`src/rtl/output_scan_controller.sv`:
```
// Output buffer sequencer: CPU stores always win the buffer port; a scanner walks the
// slots round-robin and presents each word to a display sink. Optional: OUTPUT_SCAN_DIRTY_EN.
module output_scan_controller #(
  parameter int unsigned DATA_WIDTH = 32,
  parameter int unsigned SLOTS      = 8,
  parameter int unsigned BASE_ADDR  = 0,
  parameter int unsigned DWELL      = 1000
) (
  input  logic                     clock,
  input  logic                     reset_n,
  input  logic                     enable,
  input  logic                     cpu_mem_write,
  input  logic [DATA_WIDTH-1:0]    cpu_addr,
  input  logic [DATA_WIDTH-1:0]    cpu_wdata,
  output logic                     mem_we,
  output logic [$clog2(SLOTS)-1:0] mem_addr,
  output logic [DATA_WIDTH-1:0]    mem_wdata,
  input  logic [DATA_WIDTH-1:0]    mem_rdata,
  output logic                     disp_valid,
  input  logic                     disp_ready,
  output logic [$clog2(SLOTS)-1:0] disp_index,
  output logic [DATA_WIDTH-1:0]    disp_data
);

  localparam int unsigned IDX_W = $clog2(SLOTS);
  localparam int unsigned CNT_W = (DWELL > 1) ? $clog2(DWELL) : 1;
  localparam logic [DATA_WIDTH-1:0] BASE_W  = DATA_WIDTH'(BASE_ADDR);
  localparam logic [DATA_WIDTH-1:0] SLOTS_W = DATA_WIDTH'(SLOTS);

  typedef enum logic [2:0] {IDLE, READ, WAIT, PRESENT, HOLD} state_e;

  state_e                  state_q, state_d;
  logic [IDX_W-1:0]        ptr_q, ptr_d;
  logic                    valid_q, valid_d;
  logic [IDX_W-1:0]        idx_q, idx_d;
  logic [DATA_WIDTH-1:0]   data_q, data_d;
  logic [CNT_W-1:0]        cnt_q, cnt_d;

  logic [DATA_WIDTH-1:0]   cpu_off;
  logic                    cpu_hit;
  logic [IDX_W-1:0]        cpu_slot;
  logic                    rd_ok;
  logic [IDX_W-1:0]        rd_slot;
  logic                    rd_addr_en;

  // Offset compare avoids overflow of BASE_ADDR+SLOTS; gating by reset_n blocks writes in reset.
  assign cpu_off  = cpu_addr - BASE_W;
  assign cpu_hit  = reset_n && cpu_mem_write && (cpu_addr >= BASE_W) && (cpu_off < SLOTS_W);
  assign cpu_slot = cpu_off[IDX_W-1:0];

`ifdef OUTPUT_SCAN_DIRTY_EN
  logic [SLOTS-1:0] dirty_q, dirty_d;
  logic [IDX_W-1:0] cand;

  // Descending walk so the nearest set slot at or after the pointer is the last assignment.
  always_comb begin
    rd_ok   = 1'b0;
    rd_slot = ptr_q;
    cand    = '0;
    for (int i = SLOTS - 1; i >= 0; i--) begin
      cand = ptr_q + IDX_W'(i);
      if (dirty_q[cand]) begin
        rd_ok   = 1'b1;
        rd_slot = cand;
      end
    end
  end

  always_comb begin
    dirty_d = dirty_q;
    if (state_q == WAIT && !(cpu_hit && cpu_slot == ptr_q)) dirty_d[ptr_q] = 1'b0;
    if (cpu_hit) dirty_d[cpu_slot] = 1'b1;
  end

  always_ff @(posedge clock or negedge reset_n) begin
    if (!reset_n) dirty_q <= '0;
    else          dirty_q <= dirty_d;
  end
`else
  assign rd_ok   = 1'b1;
  assign rd_slot = ptr_q;
`endif

  always_comb begin
    state_d    = state_q;
    ptr_d      = ptr_q;
    valid_d    = valid_q;
    idx_d      = idx_q;
    data_d     = data_q;
    cnt_d      = cnt_q;
    rd_addr_en = 1'b0;
    case (state_q)
      IDLE: if (enable) state_d = READ;
      // A read is only issued on a hit-free cycle, so staleness can only arise in WAIT.
      READ: if (!cpu_hit && rd_ok) begin
        rd_addr_en = 1'b1;
        ptr_d      = rd_slot;
        state_d    = WAIT;
      end
      WAIT: if (cpu_hit && cpu_slot == ptr_q) begin
        state_d = READ;
      end else begin
        data_d  = mem_rdata;
        idx_d   = ptr_q;
        valid_d = 1'b1;
        state_d = PRESENT;
      end
      PRESENT: if (disp_ready) begin
        valid_d = 1'b0;
        cnt_d   = CNT_W'(DWELL - 1);
        state_d = HOLD;
      end
      HOLD: if (cnt_q > CNT_W'(1)) begin
        cnt_d = cnt_q - 1'b1;
      end else begin
        cnt_d   = '0;
        ptr_d   = ptr_q + 1'b1;
        state_d = enable ? READ : IDLE;
      end
      default: state_d = IDLE;
    endcase
  end

  always_comb begin
    mem_we    = cpu_hit;
    mem_addr  = '0;
    mem_wdata = '0;
    if (cpu_hit) begin
      mem_addr  = cpu_slot;
      mem_wdata = cpu_wdata;
    end else if (rd_addr_en) begin
      mem_addr = rd_slot;
    end
  end

  always_ff @(posedge clock or negedge reset_n) begin
    if (!reset_n) begin
      state_q <= IDLE;
      ptr_q   <= '0;
      valid_q <= 1'b0;
      idx_q   <= '0;
      data_q  <= '0;
      cnt_q   <= '0;
    end else begin
      state_q <= state_d;
      ptr_q   <= ptr_d;
      valid_q <= valid_d;
      idx_q   <= idx_d;
      data_q  <= data_d;
      cnt_q   <= cnt_d;
    end
  end

  assign disp_valid = valid_q;
  assign disp_index = idx_q;
  assign disp_data  = data_q;

endmodule

```
`config.mk`:
```
export PLATFORM = sky130hd
export DESIGN_NAME = output_scan_controller
export DESIGN_NICKNAME = d
export VERILOG_FILES = /design/src/rtl/output_scan_controller.sv
export SDC_FILE = /design/constraint.sdc
export NUM_CORES = 1
export LEC_CHECK = 0
export ABC_AREA = 1
export CORE_MARGIN = 2
export CORE_UTILIZATION = 34
export DETAILED_ROUTE_END_ITERATION = 8
export GPL_TIMING_DRIVEN = 0
export PLACE_DENSITY = 0.78
export REMOVE_ABC_BUFFERS = 1
export SYNTH_ARGS = -nofsm -noshare
export SYNTH_HDL_FRONTEND = slang
export SYNTH_SLANG_ARGS = --single-unit
```
`constraint.sdc`:
```
create_clock -name clock -period 1.5 [get_ports clock]
set_clock_uncertainty 0.2 [all_clocks]
set_input_delay 0.225 -clock clock [delete_from_list [all_inputs] [get_ports clock]]
set_output_delay 0.225 -clock clock [all_outputs]
set_load 0.01 [all_outputs]
```
==> reports/metrics.cfg <==
[route]
drt_iter0_drc = 180
drc = 0
first_pass_iters = 5
avgRoutedWirePerCell_microns = 18.4
vias = 3611
routed_wl_mm = 13.4
ant_nets = 0
vias_per_cell = 4.96

[sta]
max_freq_ghz = 0.502
hold_viol_final = 0
timing.final.crit_share_pct = 133
fin_crit_ps = 1990
slew_violations = 0
worst_slack_ps = -493
slew_headroom_pct = 57.2
worst_pin_slew_ps = 640
hold_ws_ps = 197
setup_viol = 88
rsz0062_at_grt = yes

[floorplan]
ios = 173
rows = 33
die_y_microns = 94.8
start_util_pct = 34.6
dieArea_sq_um = 8990
core_area_sq_um = 8090
die_w_microns = 94.8

[worst_setup_path]
worst_path_max_delay_cell = clkbuf_16
worst-endpoint-arrival_ps = 1570
worstSetupPathType = in -> out
cpMostUsedCell = buf_6
cp.required_ps = 1070
crit_path_end_kind = primary output
crit_path_start_kind = input port
worstPathMaxFanout = 8
path_cells = buf_6 -> nor2_2 -> nand2_1 -> nor2_2 -> nand2_2 -> nor2_8 -> buf_6 -> clkinvlp_4 -> clkbuf_16 -> nor2_4 -> buf_6
max_stage_delay_ps = 210

[synthesis]
synth.top_cell.area_share_pct = 46.4
synth_area_sq_um = 2800
synthDistinctLibCells = 25
synth.avg_cell_area_sq_um = 7.25
synth.top_cells.by_count = nand2_1 (119), nor2_1 (65), dfrtp_1 (52)
ys.flop_type = dfrtp_1
yosys.area.top_type = dfrtp_1
async_flop_share_pct = 100
synthCells = 387
yosysMostFrequentCell = nand2_1
ys_ff_latch = 52
synthTopCellsByArea = dfrtp_1 (46%), nand2_1 (16%), nor2_1 (8.7%)
synth-edff-count = 0
yosysWarningCount = 0
seq_area_frac_synth_pct = 46.4

[clocking]
cts_buffer_depth = 2
cts_buffers = 5
clock-root-buffer = clkbuf_8
cts_tree = built
clk_latency_ps = 310
htreeDepth = 2
cts_sinks = 52
clkSlewWorstSetupHoldPaths_ps = 90

[min_path]
min_path_type = in -> async

[cells_and_area]
area_growth_pct = 116
ff_latch_area_sq_um = 1300
post-route-util_pct = 74.7
fin_area_sq_um = 6040
drive_gt1_share_pct = 48.5
multi_input_comb_area_sq_um = 2110
nNetsFinal = 727
num-fill-cells = 564
antenna_cells = 0

[flow_run]
drv_cap = 0

[place]
dp_worst_setup_slack_ps = -1620
hpwl_mm = 7.10
finalWeightedCongestion = 0.931
place_area_sq_um = 4600
io_buffers = 172

[global_route]
grt_pass1_wl_mm = 18.1
grt_pass1_vias = 3597
globalRouteTotalUtil_pct = 27.1
overflow = 0
antenna_found_initial = 0
grt_start_max_net_pins = 26

[status]
status = finished with violations
violations = setup timing

[power_and_ir_drop]
power_density_nw_per_um2 = 1350
ir_drop_uv = 876
p_leak_nw = 2.96

repair_timing:
item                                    CTS  global route
endpoints found under the setup margin  124            88
endpoints found under the hold margin    52             0
gates resized for setup                 400           158
setup buffers                            38            15
hold buffers                              2             0
pin swaps                                61            46
cloned                                   12             3
stage by stage:
step           setup TNS (ps)  total power [mW]  std cells
2_1_floorplan          -32970              3.79        374
3_3_place_gp          -306080              5.20        651
3_5_place_dp          -106490              5.36        652
4_1_cts                -18290              7.06        711
5_1_grt                -29030              8.66        728
6_report               -23830              8.17        728
where the power goes:
group	leakage (nW)	switching [mW]	internal, mW	total (mW)
registers	0.642	0.444	1.98	2.42
logic	2.27	2.70	2.19	4.88
clock network	0.0503	0.455	0.412	0.867
routing by layer:
layer	track usage, %	up-vias	part of all wire, %
li1	-	1657	-
met1	27.6	1726	33
met2	51.8	189	53
met3	7.74	39	9.2
met4	9.78	0	4.1
met5	0	-	0
layout by cell type, fill, tap and decap left out, types with 2 or more instances in the layout:
cell / instances
a21oi_1: 2
a21oi_2: 3
a21oi_4: 2
buf_12: 4
buf_2: 34
buf_4: 33
buf_6: 48
clkbuf_8: 7
clkdlybuf4s15_1: 2
clkdlybuf4s50_1: 69
clkinvlp_4: 2
dfrtp_1: 50
dfrtp_2: 2
dlygate4sd2_1: 34
dlygate4sd3_1: 2
ha_4: 2
inv_1: 45
inv_2: 5
inv_4: 2
nand2_1: 56
nand2_2: 53
nand2_4: 11
nand2_8: 13
nand3_1: 20
nand3_2: 18
nand4_1: 2
nor2_1: 23
nor2_2: 20
nor2_4: 23
nor3_4: 3
o21ai_1: 5
o21ai_2: 4
o22ai_2: 2
xnor2_1: 2
xor2_1: 7
worst max-delay path: cells and delay by family:
family | cells | cell delay, ps
buf+inv | 5 | 640
simple gates | 6 | 690
sequential cells by signal (all words and copies together), names as in the netlist:
signal and cells:
cnt_q 10, disp_data 32, disp_index 3, disp_valid 1
ptr_q 3, state_q 3
final timing paths:
check / start / to / slack, ps / cells past startpoint
setup / recovery: cpu_addr[12] / mem_wdata[30] / -490 / 11
max in group asynchronous: reset_n / disp_data[16] / 300 / 2
hold reg to reg: disp_data[31] / disp_data[31] / 290 / 2
min in group clock: mem_rdata[21] / disp_data[21] / 270 / 3
setup reg to reg: state_q[1] / state_q[0] / -280 / 11
hold / removal: reset_n / state_q[0] / 200 / 3
area by class of cell:
| cell class | count | share of cell area, % |
|---|---|---|
| Multi-Input combinational cell | 278 | 35.0 |
| Clock buffer | 7 | 1.59 |
| Timing Repair Buffer | 231 | 35.9 |
| Inverter | 54 | 3.62 |
| Sequential cell | 52 | 21.6 |
| Timing Repair inverter | 1 | 0.124 |
| Tap cell | 105 | 2.17 |
cell families after synthesis:
logic type	count (synthesis)	share of synthesized area [%]
AO/OA/AOI/OAI	19	3.48
XOR/XNOR	11	3.44
adder cells (fa/ha/maj)	3	1.34
buffers and inverters	67	9.91
flip-flops	52	46.4
AND/OR/NAND/NOR	235	35.4
No activity file was read; power rests on OpenSTA's default activity.
